**src/rtl/uart_tx_fifo_nco.sv**
```systemverilog
`default_nettype none
// ============================================================================
// Module   : uart_tx_fifo_nco
// Purpose  : UART transmitter with a small write FIFO and an NCO baud
//            generator whose increment can be reloaded at run time.
//            Queued characters are sent back-to-back with no idle gap.
// Ports    : clk, rst        - clock / synchronous active-high reset
//            wr_en, wr_data  - queue one character per cycle
//            inc_load,
//            inc_value       - set pending NCO increment (0 ignored)
//            txd             - serial output, idle high
//            busy            - a frame is on the line
//            full, empty,
//            level           - FIFO status / occupancy
//            tx_done         - pulse in the cycle the last stop bit ends
//            ovf             - pulse the cycle after a dropped write
// Revision : 1.0 - initial release
// ============================================================================
module uart_tx_fifo_nco #(
    parameter int DATA_BITS    = 8,
    parameter int PARITY       = 0,
    parameter int STOP_BITS    = 2,
    parameter int FIFO_DEPTH   = 4,
    parameter int NCO_W        = 16,
    parameter int DEFAULT_BDR  = 115200,
    parameter int SYS_CLK_DIV2 = 100_000_000
) (
    input  logic                          clk,
    input  logic                          rst,
    input  logic                          wr_en,
    input  logic [DATA_BITS-1:0]          wr_data,
    input  logic                          inc_load,
    input  logic [NCO_W-1:0]              inc_value,
    output logic                          txd,
    output logic                          busy,
    output logic                          full,
    output logic                          empty,
    output logic [$clog2(FIFO_DEPTH):0]   level,
    output logic                          tx_done,
    output logic                          ovf
);

    localparam int c_par_bits = (PARITY != 0) ? 1 : 0;
    localparam int c_frame_w  = 1 + DATA_BITS + c_par_bits + STOP_BITS;
    localparam int c_ptr_w    = $clog2(FIFO_DEPTH);
    localparam int c_lvl_w    = c_ptr_w + 1;
    localparam int c_cnt_w    = $clog2(c_frame_w);

    // Increment computed 64 bits wide, then truncated to the accumulator.
    localparam logic [63:0]        c_inc_wide    = (64'(DEFAULT_BDR) << NCO_W) / 64'(SYS_CLK_DIV2);
    localparam logic [NCO_W-1:0]   c_default_inc = c_inc_wide[NCO_W-1:0];

    localparam logic [c_cnt_w-1:0] c_last_bit = c_cnt_w'(c_frame_w - 1);
    localparam logic [c_cnt_w-1:0] c_cnt_one  = c_cnt_w'(1);
    localparam logic [c_ptr_w-1:0] c_ptr_one  = c_ptr_w'(1);
    localparam logic [c_lvl_w-1:0] c_lvl_one  = c_lvl_w'(1);
    localparam logic [c_lvl_w-1:0] c_lvl_full = c_lvl_w'(FIFO_DEPTH);

    localparam logic [0:0] c_IDLE = 1'b0;
    localparam logic [0:0] c_SEND = 1'b1;

    // ------------------------------------------------------------------
    // State
    // ------------------------------------------------------------------
    logic [DATA_BITS-1:0] r_mem [FIFO_DEPTH];
    logic [c_ptr_w-1:0]   r_wr_ptr, r_rd_ptr;
    logic [c_lvl_w-1:0]   r_level;
    logic                 r_full, r_empty, r_ovf;
    logic [0:0]           r_state;
    logic [c_frame_w-1:0] r_shift;
    logic [c_cnt_w-1:0]   r_bit_cnt;
    logic [NCO_W-1:0]     r_acc, r_active_inc, r_pending_inc;
    logic                 r_txd, r_busy;

    // ------------------------------------------------------------------
    // Combinational
    // ------------------------------------------------------------------
    logic                 w_push, w_pop, w_tick, w_last, w_done;
    logic [NCO_W:0]       w_sum;
    logic [DATA_BITS-1:0] w_head;
    logic [c_frame_w-1:0] w_frame;

    logic [c_lvl_w-1:0]   w_level_nxt;
    logic [0:0]           w_state_nxt;
    logic [c_frame_w-1:0] w_shift_nxt;
    logic [c_cnt_w-1:0]   w_bit_cnt_nxt;
    logic [NCO_W-1:0]     w_acc_nxt, w_active_inc_nxt;
    logic                 w_busy_nxt;

    // Writes are qualified only by the registered full flag, so a pop in
    // the same cycle never rescues a write that arrives while full.
    assign w_push = wr_en & ~r_full;

    assign w_sum  = {1'b0, r_acc} + {1'b0, r_active_inc};
    assign w_tick = (r_state == c_SEND) & w_sum[NCO_W];
    assign w_last = (r_bit_cnt == c_last_bit);
    assign w_done = w_tick & w_last;

    // A frame starts from IDLE, or directly on the final stop-bit tick so
    // the next start bit follows without an idle gap.
    assign w_pop  = ~r_empty & ((r_state == c_IDLE) | w_done);
    assign w_head = r_mem[r_rd_ptr];

    generate
        if (PARITY != 0) begin : g_parity
            logic w_par_bit;
            assign w_par_bit = (PARITY == 2) ? ~(^w_head) : (^w_head);
            assign w_frame   = {{STOP_BITS{1'b1}}, w_par_bit, w_head, 1'b0};
        end else begin : g_no_parity
            assign w_frame   = {{STOP_BITS{1'b1}}, w_head, 1'b0};
        end
    endgenerate

    always_comb begin
        w_level_nxt = r_level;
        if (w_push && !w_pop) begin
            w_level_nxt = r_level + c_lvl_one;
        end else if (!w_push && w_pop) begin
            w_level_nxt = r_level - c_lvl_one;
        end
    end

    always_comb begin
        w_state_nxt      = r_state;
        w_shift_nxt      = r_shift;
        w_bit_cnt_nxt    = r_bit_cnt;
        w_acc_nxt        = r_acc;
        w_active_inc_nxt = r_active_inc;
        w_busy_nxt       = r_busy;
        if (w_pop) begin
            w_shift_nxt      = w_frame;
            w_bit_cnt_nxt    = '0;
            w_acc_nxt        = '0;
            w_active_inc_nxt = r_pending_inc;
            w_state_nxt      = c_SEND;
            w_busy_nxt       = 1'b1;
        end else if (r_state == c_SEND) begin
            w_acc_nxt = w_sum[NCO_W-1:0];
            if (w_tick) begin
                if (!w_last) begin
                    w_shift_nxt   = {1'b1, r_shift[c_frame_w-1:1]};
                    w_bit_cnt_nxt = r_bit_cnt + c_cnt_one;
                end else begin
                    w_shift_nxt = '1;
                    w_state_nxt = c_IDLE;
                    w_busy_nxt  = 1'b0;
                end
            end
        end
    end

    // ------------------------------------------------------------------
    // Sequential
    // ------------------------------------------------------------------
    always_ff @(posedge clk) begin
        if (w_push) begin
            r_mem[r_wr_ptr] <= wr_data;
        end
    end

    always_ff @(posedge clk) begin
        if (rst) begin
            r_wr_ptr      <= '0;
            r_rd_ptr      <= '0;
            r_level       <= '0;
            r_full        <= 1'b0;
            r_empty       <= 1'b1;
            r_ovf         <= 1'b0;
            r_state       <= c_IDLE;
            r_shift       <= '1;
            r_bit_cnt     <= '0;
            r_acc         <= '0;
            r_active_inc  <= c_default_inc;
            r_pending_inc <= c_default_inc;
            r_txd         <= 1'b1;
            r_busy        <= 1'b0;
        end else begin
            if (w_push) begin
                r_wr_ptr <= r_wr_ptr + c_ptr_one;
            end
            if (w_pop) begin
                r_rd_ptr <= r_rd_ptr + c_ptr_one;
            end
            r_level <= w_level_nxt;
            r_full  <= (w_level_nxt == c_lvl_full);
            r_empty <= (w_level_nxt == '0);
            r_ovf   <= wr_en & r_full;
            if (inc_load && (inc_value != '0)) begin
                r_pending_inc <= inc_value;
            end
            r_state      <= w_state_nxt;
            r_shift      <= w_shift_nxt;
            r_bit_cnt    <= w_bit_cnt_nxt;
            r_acc        <= w_acc_nxt;
            r_active_inc <= w_active_inc_nxt;
            r_busy       <= w_busy_nxt;
            r_txd        <= w_shift_nxt[0];
        end
    end

    assign txd   = r_txd;
    assign busy  = r_busy;
    assign full  = r_full;
    assign empty = r_empty;
    assign level = r_level;
    assign ovf   = r_ovf;
    // The frame-end strobe is combinational with the tick; masking it with
    // rst keeps a reset that lands on the final tick from reporting a frame.
    assign tx_done = w_done & ~rst;

endmodule
`default_nettype wire

```
**config.mk**
```make
export PLATFORM = sky130hd
export DESIGN_NAME = uart_tx_fifo_nco
export DESIGN_NICKNAME = d
export VERILOG_FILES = /design/src/rtl/uart_tx_fifo_nco.sv
export SDC_FILE = /design/constraint.sdc
export NUM_CORES = 1
export LEC_CHECK = 0
export CORE_UTILIZATION = 35
export CTS_CLUSTER_DIAMETER = 80
export CTS_CLUSTER_SIZE = 40
export DETAILED_ROUTE_END_ITERATION = 16
export HOLD_SLACK_MARGIN = 0.05
export PLACE_DENSITY_LB_ADDON = 0.08
export SYNTH_ARGS = -nofsm -noshare
export SYNTH_HDL_FRONTEND = slang
export SYNTH_SLANG_ARGS = --single-unit
```
**constraint.sdc**
```tcl
create_clock -name clk -period 7.55 [get_ports clk]
set_input_delay 1.1325 -clock clk [delete_from_list [all_inputs] [get_ports clk]]
set_output_delay 1.1325 -clock clk [all_outputs]
set_load 0.01 [all_outputs]
```
==> reports/metrics.yaml, run 1 <==
core_mm2: 0.0134
vdd_drop_max_uv: 150
syn_to_final_growth_pct: 16.2
cp.required_ps: 6420
relSlewSlack_pct: 20.6
clkTransAtPathRegs_ps: 70
dp_hpwl_um: 7360
drt_wl_total_um: 10800
cts_buffers: 9
grt_pass1_vias: 3378
reg2reg_slack_ps: 4190
vias_per_cell: 5.10
clockBufferDepth: 2
rsz0062_at_grt: "false"
avgRoutedWirePerCell_um: 15.6
fin_crit_sh_pct: 56.0
place_congestion: 0.741
final_area_mm2: 0.00568
post-cts-setup-buffers: 0
num_io_pins: 37
synth_top_family_by_area: "simple AND/OR/NAND/NOR gates"
drv_slew: 0
cts_root_buf: "clkbuf_16"
whs_path_depth: 2
syn_nets: 537
yosys_warnings: 0
dieArea_mm2: 0.0144
drtAntennaViolNets: 0
cts_resized: 0
hold_class: "reg2reg"
finalSetupViolCount: 0
synthCells: 484
antennaDiodeCount: 0
ys_types: 52
dr.first_iter.drc_count: 191
maxCapViolations: 0
crit_type: "reg2out"
final_common_cell: "dfxtp_1"
ys.flop_type: "dfxtp_1"
hold-path-endpoint: "r_pending_inc[2]"
hold_ws_ps: 456
grt_max_degree: 39
antenna_found_initial: 0
fin_tns_setup_ps: 0
io_buffers: 36
p_leak_uw: 0.00214
row_count: 42
nets: 563
ys_seq_elements: 107
finalHoldViolCount: 0
synth_edf_count: 32
cts_tree: "built"
synth_top_area_share_pct: 30.7
synth_fa_ha_area_share_pct: 6.56
status: "completed"
yosys.area_share.simple_pct: 15.7
syn_area_mm2: 0.00488
grt_pass1_wl_um: 17800
layout_common_cells: "dfxtp_1 (75), nand2_1 (73), a21oi_1 (40)"
cp_max_fo: 4
track_usage_pct: 16.2
vias: 3521
syn_area_per_cell_um2: 10.1
clkSinkCount: 107
worstReg2RegStart: "r_acc[0]"
worstSetupEndpointType: "primary output"
synthArstFlopShare_pct: 0
drive_gt1_share_pct: 6.21
synth_top_area_cell: "dfxtp_1"
synthMuxAreaShare_pct: 7.48
max_freq_mhz: 237
synthTopCellsByArea: "dfxtp_1 (31%), edfxtp_1 (20%), ha_1 (6.1%)"
powerDensity_mw_per_mm2: 313
htree_levels: 3
skew_ps: 7.18
worstPathArrival_ps: 3090
insertion_delay_ps: 350
hold_path_startpoint: "r_pending_inc[2]"
synth-compound-area-share_pct: 13.9
start_util_pct: 36.4
worst_pin_slew_ps: 1190
drc_errors: 0
gr-total-overflow: 0
cp-start-kind: "flip-flop"
drt_first_pass_iters: 4
reg2reg_to: "r_bit_cnt[2]"
synth_xor_area_share_pct: 2.87
seq_area_frac_synth_pct: 50.4
die_h_um: 120
min_period_ps: 4230
placed_area_mm2: 0.00538
die_width_um: 120
worstRegToRegCells: 9
hold_buffers: 0
[metrics by stage]
step / power [uW] / util (%) / cells / worst slack, ps
6_report: 1780 / 42.4 / 691 / 3320
5_1_grt: 1900 / 42.4 / 691 / 3050
4_1_cts: 1800 / 42.4 / 691 / 3270
3_5_place_dp: 1330 / 40.2 / 675 / 3660
3_3_place_gp: 1320 / 40.2 / 675 / 3650
2_1_floorplan: 1170 / - / 484 / 4460
[cell usage after synthesis (10+ instances only)]
| cell type | n |
|---|---|
| dfxtp_1 | 75 |
| nand2_1 | 73 |
| a21oi_1 | 40 |
| nor2_1 | 37 |
| edfxtp_1 | 32 |
| ha_1 | 24 |
| mux2i_1 | 17 |
| clkbuf_1 | 14 |
| nand3_1 | 14 |
| o21ai_0 | 13 |
| inv_1 | 12 |
| xnor2_1 | 12 |
| o211ai_1 | 10 |
[flip-flops by register name, indices dropped and copies added, names as in the netlist, 2 cells and up, named ones only]
signal	count
r_bit_cnt	4
r_pending_inc	16
level	3
r_acc	16
r_wr_ptr	2
r_active_inc	16
r_rd_ptr	2
r_shift	9
r_mem	32
[critical path, cell delays in order, from the launching register on]
cell and delay [ps]:
dfxtp_1 320, ha_1 220, fa_1 430, a211oi_1 280, or3_1 200, a21oi_1 80
o21ai_0 310, a21oi_1 200, and3_1 230, clkdlybuf4s50_1 470
[cells by family after synthesis]
logic type,after synthesis
buffers and inverters,36
muxes,26
DFF,107
and+or+nand+nor,169
AOI/OAI and AO/OA,105
xor gates and xnor gates,16
adders and majority gates,25
[worst max path at each step]
stage	start	endpoint	cells after the start
after floorplan	r_acc[0]	tx_done	8
after detailed placement	rst	tx_done	5
after global routing	r_acc[0]	tx_done	9
final	r_acc[0]	tx_done	9
after CTS	r_acc[0]	tx_done	9
after global placement	rst	tx_done	5
[report_power, final]
part	switching (uW)	internal [uW]	total (uW)
Clock	230	236	466
Sequential	79.3	688	767
Combinational	306	239	544
Total	615	1160	1780
[area by class of cell]
cell class / count / area [um^2]
tap: 176 / 220
timing repair buffer: 39 / 383
clock inverter: 6 / 63.8
sequential: 107 / 2460
inverter: 12 / 45.0
clock buffer: 10 / 229
multi-input combinational: 341 / 2270
fill: 1358 / 7720
[layer usage]
| metal | part of all wire (%) | vias up | track usage, % | routed length, um |
|---|---|---|---|---|
| met3 | 2.7 | 2 | 4.13 | 293 |
| li1 | - | 1796 | - | - |
| met1 | 51 | 1682 | 22.5 | 5550 |
| met5 | 0 | - | 0 | 0 |
| met2 | 45 | 41 | 24.6 | 4890 |
| met4 | 0.48 | 0 | 4.53 | 52 |
(Power assumes the default switching activity.)
==> run 2: changes to the inputs <==
==> constraint.sdc (replaced) <==
create_clock -name clk -period 3.9 [get_ports clk]
set_input_delay 0.585 -clock clk [delete_from_list [all_inputs] [get_ports clk]]
set_output_delay 0.585 -clock clk [all_outputs]
set_load 0.01 [all_outputs]
==> reports/metrics.yaml, run 2 (same netlist as run 1, synthesis figures left out) <==
status: "completed"  # unchanged
die_width_um: 120  # unchanged
grt_pass1_vias: 3429  # was 3378
cts_tree: "built"  # unchanged
hold_path_startpoint: "r_pending_inc[2]"  # unchanged
nets: 565  # was 563
dieArea_mm2: 0.0144  # unchanged
antenna_found_initial: 0  # unchanged
switching_power_uw: 1200  # was 615 uW
clkTransAtPathRegs_ps: 70  # about the same
regMostFlops: "r_mem"  # unchanged
track_usage_pct: 16.0  # was 16.2%
vdd_drop_max_uv: 440  # was 150 uV
drive_gt1_share_pct: 6.77  # was 6.21%
switching_share_pct: 34.0  # was 34.6%
fin_tns_setup_ps: 0  # unchanged
num_io_pins: 37  # unchanged
dp_hpwl_um: 7570  # was 7360 um
stdcell_count: 693  # was 691
cp_max_fo: 4  # unchanged
cp-start-kind: "flip-flop"  # unchanged
drt_wl_total_um: 10800  # about the same
finalSetupViolCount: 0  # unchanged
startpoint: "r_active_inc[0]"  # was r_acc[0]
hold_ws_ps: 456  # about the same
worstPathArrival_ps: 3050  # was 3090 ps
powerDensity_mw_per_mm2: 616  # was 313 mW/mm^2
io_buffers: 36  # unchanged
pwr-share-clk_pct: 27.6  # was 26.2%
grt_max_degree: 38  # was 39
syn_to_final_growth_pct: 17.1  # was 16.2%
layout_common_cells: "dfxtp_1 (75), nand2_1 (73), a21oi_1 (40)"  # unchanged
worstSetupEndpointType: "primary output"  # unchanged
p_leak_uw: 0.00216  # was 0.00214 uW
cts_root_buf: "clkbuf_16"  # unchanged
drv_slew: 0  # unchanged
fin_crit_sh_pct: 93.1
dr.first_iter.drc_count: 148  # was 191
cp.required_ps: 3310  # was 6420 ps
hold_buffers: 0  # unchanged
clkSinkCount: 107  # unchanged
relSlewSlack_pct: 39.1  # was 20.6%
drtAntennaViolNets: 0  # unchanged
place_inst: 677  # was 675
skew_ps: 6.45  # was 7.18 ps
p_int_uw: 2320  # was 1160 uW
hold_class: "reg2reg"  # unchanged
gr-total-overflow: 0  # unchanged
final_common_cell: "dfxtp_1"  # unchanged
largest_reg_flops: 32  # unchanged
antennaDiodeCount: 0  # unchanged
worst_pin_slew_ps: 911  # was 1190 ps
drt_first_pass_iters: 6  # was 4
min_period_ps: 3630
vias_per_cell: 5.09  # was 5.10
combPwrFrac_pct: 30.6  # about the same
grt_pass1_wl_um: 17600  # was 17800 um
rsz0062_at_grt: "false"  # unchanged
core_mm2: 0.0134  # unchanged
finalHoldViolCount: 0  # unchanged
htree_levels: 3  # unchanged
worstReg2RegStart: "r_acc[0]"  # unchanged
clockBufferDepth: 2  # unchanged
avgRoutedWirePerCell_um: 15.6  # about the same
p_seq_share_pct: 41.9  # was 43.2%
vias: 3530  # was 3521
maxCapViolations: 0  # unchanged
place_congestion: 0.809  # was 0.741
cts_buffers: 9  # unchanged
drc_errors: 0  # unchanged
row_count: 42  # unchanged
crit_type: "reg2out"  # unchanged
start_util_pct: 36.4  # unchanged
max_freq_mhz: 275
die_h_um: 120  # unchanged
insertion_delay_ps: 350  # about the same
-- run 2: changes by cell type in the layout (fill, tap and decap cells not counted), sizes merged --
| cell | delta |
|---|---|
| bufinv | +1 |
| buf | +2 |
| clkbuf | -1 |
| clkinv | +1 |
| clkinvlp | -1 |
-- run 2: final timing paths --
kind	endpoint	cells past startpoint	slack, ps
worst min register to register	r_pending_inc[2]	2	460
worst max-delay path	tx_done	9	270
worst min-delay path	r_pending_inc[2]	2	460
worst max register to register	r_active_inc[10]	10	940
-- run 2: per-stage QoR --
step | utilization (%) | worst slack, ps | cell area (um^2) | power [uW]
final | 42.7 | 268 | 5720 | 3520
after global placement | 40.3 | 598 | 5400 | 2580
after CTS | 42.7 | 168 | 5720 | 3580
after global routing | 42.7 | 51.7 | 5720 | 3760
after detailed placement | 40.3 | 563 | 5400 | 2590
after floorplan | - | 1360 | 4880 | 2270
-- run 2: repair_timing --
action	CTS	global route
setup buffers	0	0
endpoints found under the setup margin	0	1
resized for setup	0	1
hold endpoints to repair	0	0
-- run 2: metal layers --
layer / GRT usage (%) / routed length, um / up-vias / share of wire, %
met4: 6.72 / 152 / 0 / 1.4
met3: 2.80 / 371 / 12 / 3.4
met5: 0 / 0 / - / 0
met1: 22.5 / 5690 / 1676 / 53
met2: 24.1 / 4580 / 49 / 42
li1: - / - / 1793 / -
-- run 2: power groups by stage --
stage	Sequential [uW]	Clock (uW)	Combinational, uW
global route	1510	1040	1210
floorplan	1450	0	822
finish	1480	971	1080
detailed placement	1510	0	1090
CTS	1480	1000	1090
global placement	1500	0	1080
-- run 2: worst max-delay path: stages (launching register included) --
cell and delay, ps:
dfxtp_1 340, ha_1 190, fa_1 270, a211oi_1 110, or3_1 370, a21oi_1 210
o21ai_1 120, a21oi_1 330, and3_1 220, clkdlybuf4s50_1 530
-- run 2: area by class of cell --
class | instances | area (um^2)
multi-input cells | 341 | 2270
fillers | 1321 | 7680
well taps | 176 | 220
inverters | 12 | 45.0
flip-flops and latches | 107 | 2460
clock inverters | 7 | 95.1
clock buffers | 9 | 225
repair buffers | 41 | 398
==> run 3: changes to the inputs <==
--- a/config.mk
+++ b/config.mk
@@ -5,10 +5,11 @@
 export SDC_FILE = /design/constraint.sdc
 export NUM_CORES = 1
 export LEC_CHECK = 0
-export CORE_UTILIZATION = 35
+export CORE_UTILIZATION = 56
 export CTS_CLUSTER_DIAMETER = 80
 export CTS_CLUSTER_SIZE = 40
 export DETAILED_ROUTE_END_ITERATION = 16
+export GPL_ROUTABILITY_DRIVEN = 0
 export HOLD_SLACK_MARGIN = 0.05
 export PLACE_DENSITY_LB_ADDON = 0.08
 export SYNTH_ARGS = -nofsm -noshare
==> reports/metrics.yaml, run 3 (same netlist as run 1, synthesis figures left out) <==
cp_max_fo: 4  # unchanged
insertion_delay_ps: 380  # was 350 ps
dr.first_iter.drc_count: 155  # was 148
cp.required_ps: 3310  # about the same
switching_share_pct: 35.9  # was 34.0%
min_period_ps: 3560  # was 3630 ps
hold_ws_ps: 465  # was 456 ps
maxCapViolations: 0  # unchanged
cts_root_buf: "clkbuf_8"  # was clkbuf_16
dieArea_mm2: 0.00910  # was 0.0144 mm^2
switching_power_uw: 1150  # was 1200 uW
hold_class: "reg2reg"  # unchanged
worstPathArrival_ps: 2980  # was 3050 ps
track_usage_pct: 23.8  # was 16.0%
io_buffers: 36  # unchanged
clkTransAtPathRegs_ps: 120  # was 70 ps
skew_ps: 16.1  # was 6.45 ps
post-place-ws_ps: 657  # was 563 ps
die_h_um: 95.4  # was 120 um
final_common_cell: "dfxtp_1"  # unchanged
cpLargestDelayFamily: "compound AO/OA/AOI/OAI gates"  # unchanged
crit_chain: "ha_1 > fa_1 > a211oi_1 > or3_1 > a21oi_1 > o21ai_1 > a21oi_1 > and3_1 > clkdlybuf4s50_1"  # unchanged
dp_hpwl_um: 7020  # was 7570 um
p_leak_uw: 0.00211  # was 0.00216 uW
regMostFlops: "r_mem"  # unchanged
largest_reg_flops: 32  # unchanged
place_inst: 606  # was 677
cts_buffers: 9  # unchanged
p_int_uw: 2050  # was 2320 uW
num_io_pins: 37  # unchanged
slowest_delay_ps: 530  # about the same
pwr-share-clk_pct: 20.6  # was 27.6%
drc_errors: 0  # unchanged
start_util_pct: 58.6  # was 36.4%
status: "completed"  # unchanged
syn_to_final_growth_pct: 12.7  # was 17.1%
fin_crit_sh_pct: 91.3  # was 93.1%
cts_tree: "built"  # unchanged
nets: 565  # unchanged
avgRoutedWirePerCell_um: 15.8  # was 15.6 um
cp.buffers_inverters: 1  # unchanged
grt_max_degree: 38  # unchanged
layout_setup_ws_ps: 339  # was 268 ps
vias_per_cell: 5.76  # was 5.09
crit_type: "reg2out"  # unchanged
grt_pass1_wl_um: 16200  # was 17600 um
antenna_found_initial: 0  # unchanged
drt_first_pass_iters: 5  # was 6
vias: 3583  # was 3530
drive_gt1_share_pct: 6.77  # unchanged
vdd_drop_max_uv: 332  # was 440 uV
drtAntennaViolNets: 0  # unchanged
finalHoldViolCount: 0  # unchanged
worstSetupEndpointType: "primary output"  # unchanged
worst_pin_slew_ps: 898  # was 911 ps
core_mm2: 0.00834  # was 0.0134 mm^2
stdcell_count: 622  # was 693
powerDensity_mw_per_mm2: 582  # was 616 mW/mm^2
fin_tns_setup_ps: 0  # unchanged
gr-total-overflow: 0  # unchanged
clockBufferDepth: 2  # unchanged
die_width_um: 95.4  # was 120 um
layout_common_cells: "dfxtp_1 (75), nand2_1 (73), a21oi_1 (40)"  # unchanged
relSlewSlack_pct: 40.0  # was 39.1%
combPwrFrac_pct: 33.1  # was 30.6%
finalSetupViolCount: 0  # unchanged
crit_slowest_cell: "clkdlybuf4s50_1"  # unchanged
cp-start-kind: "flip-flop"  # unchanged
drt_wl_total_um: 9810  # was 10800 um
antennaDiodeCount: 0  # unchanged
grt_pass1_vias: 3373  # was 3429
row_count: 33  # was 42
p_seq_share_pct: 46.2  # was 41.9%
crit_top_cell: "a21oi_1"  # unchanged
clkSinkCount: 107  # unchanged
drv_slew: 0  # unchanged
max_freq_mhz: 281  # was 275 MHz
rsz0062_at_grt: "false"  # unchanged
htree_levels: 3  # unchanged
post-cts-setup-buffers: 0  # unchanged
[run 3: changes by cell type in the layout (fill, tap and decap cells not counted), sizes merged]
cell    change
clkinv      +2
inv         -1
bufinv      -1
[run 3: per-stage QoR]
| stage | util (%) | area, um^2 | total power (uW) |
|---|---|---|---|
| after floorplan | - | 4880 | 2270 |
| after global placement | 63.7 | 5310 | 2530 |
| after detailed placement | 63.7 | 5310 | 2560 |
| after CTS | 66.0 | 5500 | 3220 |
| after global routing | 66.0 | 5500 | 3400 |
| final | 66.0 | 5500 | 3200 |
[run 3: path summary, 6_finish.rpt]
kind	start	end	slack (ps)	cells after the start
setup reg to reg	r_acc[0]	full	1050	10
hold / removal	r_pending_inc[2]	r_pending_inc[2]	470	2
hold reg to reg	r_pending_inc[2]	r_pending_inc[2]	470	2
setup / recovery	r_acc[0]	tx_done	340	9
[run 3: final cells by class]
class	count	area, um^2
well taps	105	131
flip-flops and latches	107	2460
repair buffers	41	398
inverters	12	45.0
clock buffers	9	124
multi-input cells	341	2270
fillers	666	2840
clock inverters	7	70.1
[run 3: repair_timing]
item / 4_1_cts / 5_1_grt
hold buffers: 0 / 0
gates resized for setup: 0 / 1
endpoints found under the setup margin: 0 / 1
[run 3: worst reg2reg max path: stages, from the launching register on]
cell and delay [ps]:
dfxtp_1 350, ha_1 190, fa_1 240, a211oi_1 100
or3_1 360, a211o_1 340, a31oi_4 190, buf_4 320
mux2_4 350, xor2_1 160, nor3_1 170
[run 3: routing by layer]
metal | global-route usage [%] | share of wire [%]
met1 | 34.4 | 49
met2 | 36.1 | 45
met3 | 5.50 | 5.2
met4 | 6.22 | 0.83
met5 | 0 | 0
[run 3: power by group through the flow]
stage          Combinational (uW)  Sequential [uW]  Clock, uW
4_1_cts                      1060             1480        676
3_5_place_dp                 1060             1510          0
3_3_place_gp                 1030             1500          0
5_1_grt                      1170             1510        715
6_report                     1060             1480        661
2_1_floorplan                 822             1450          0
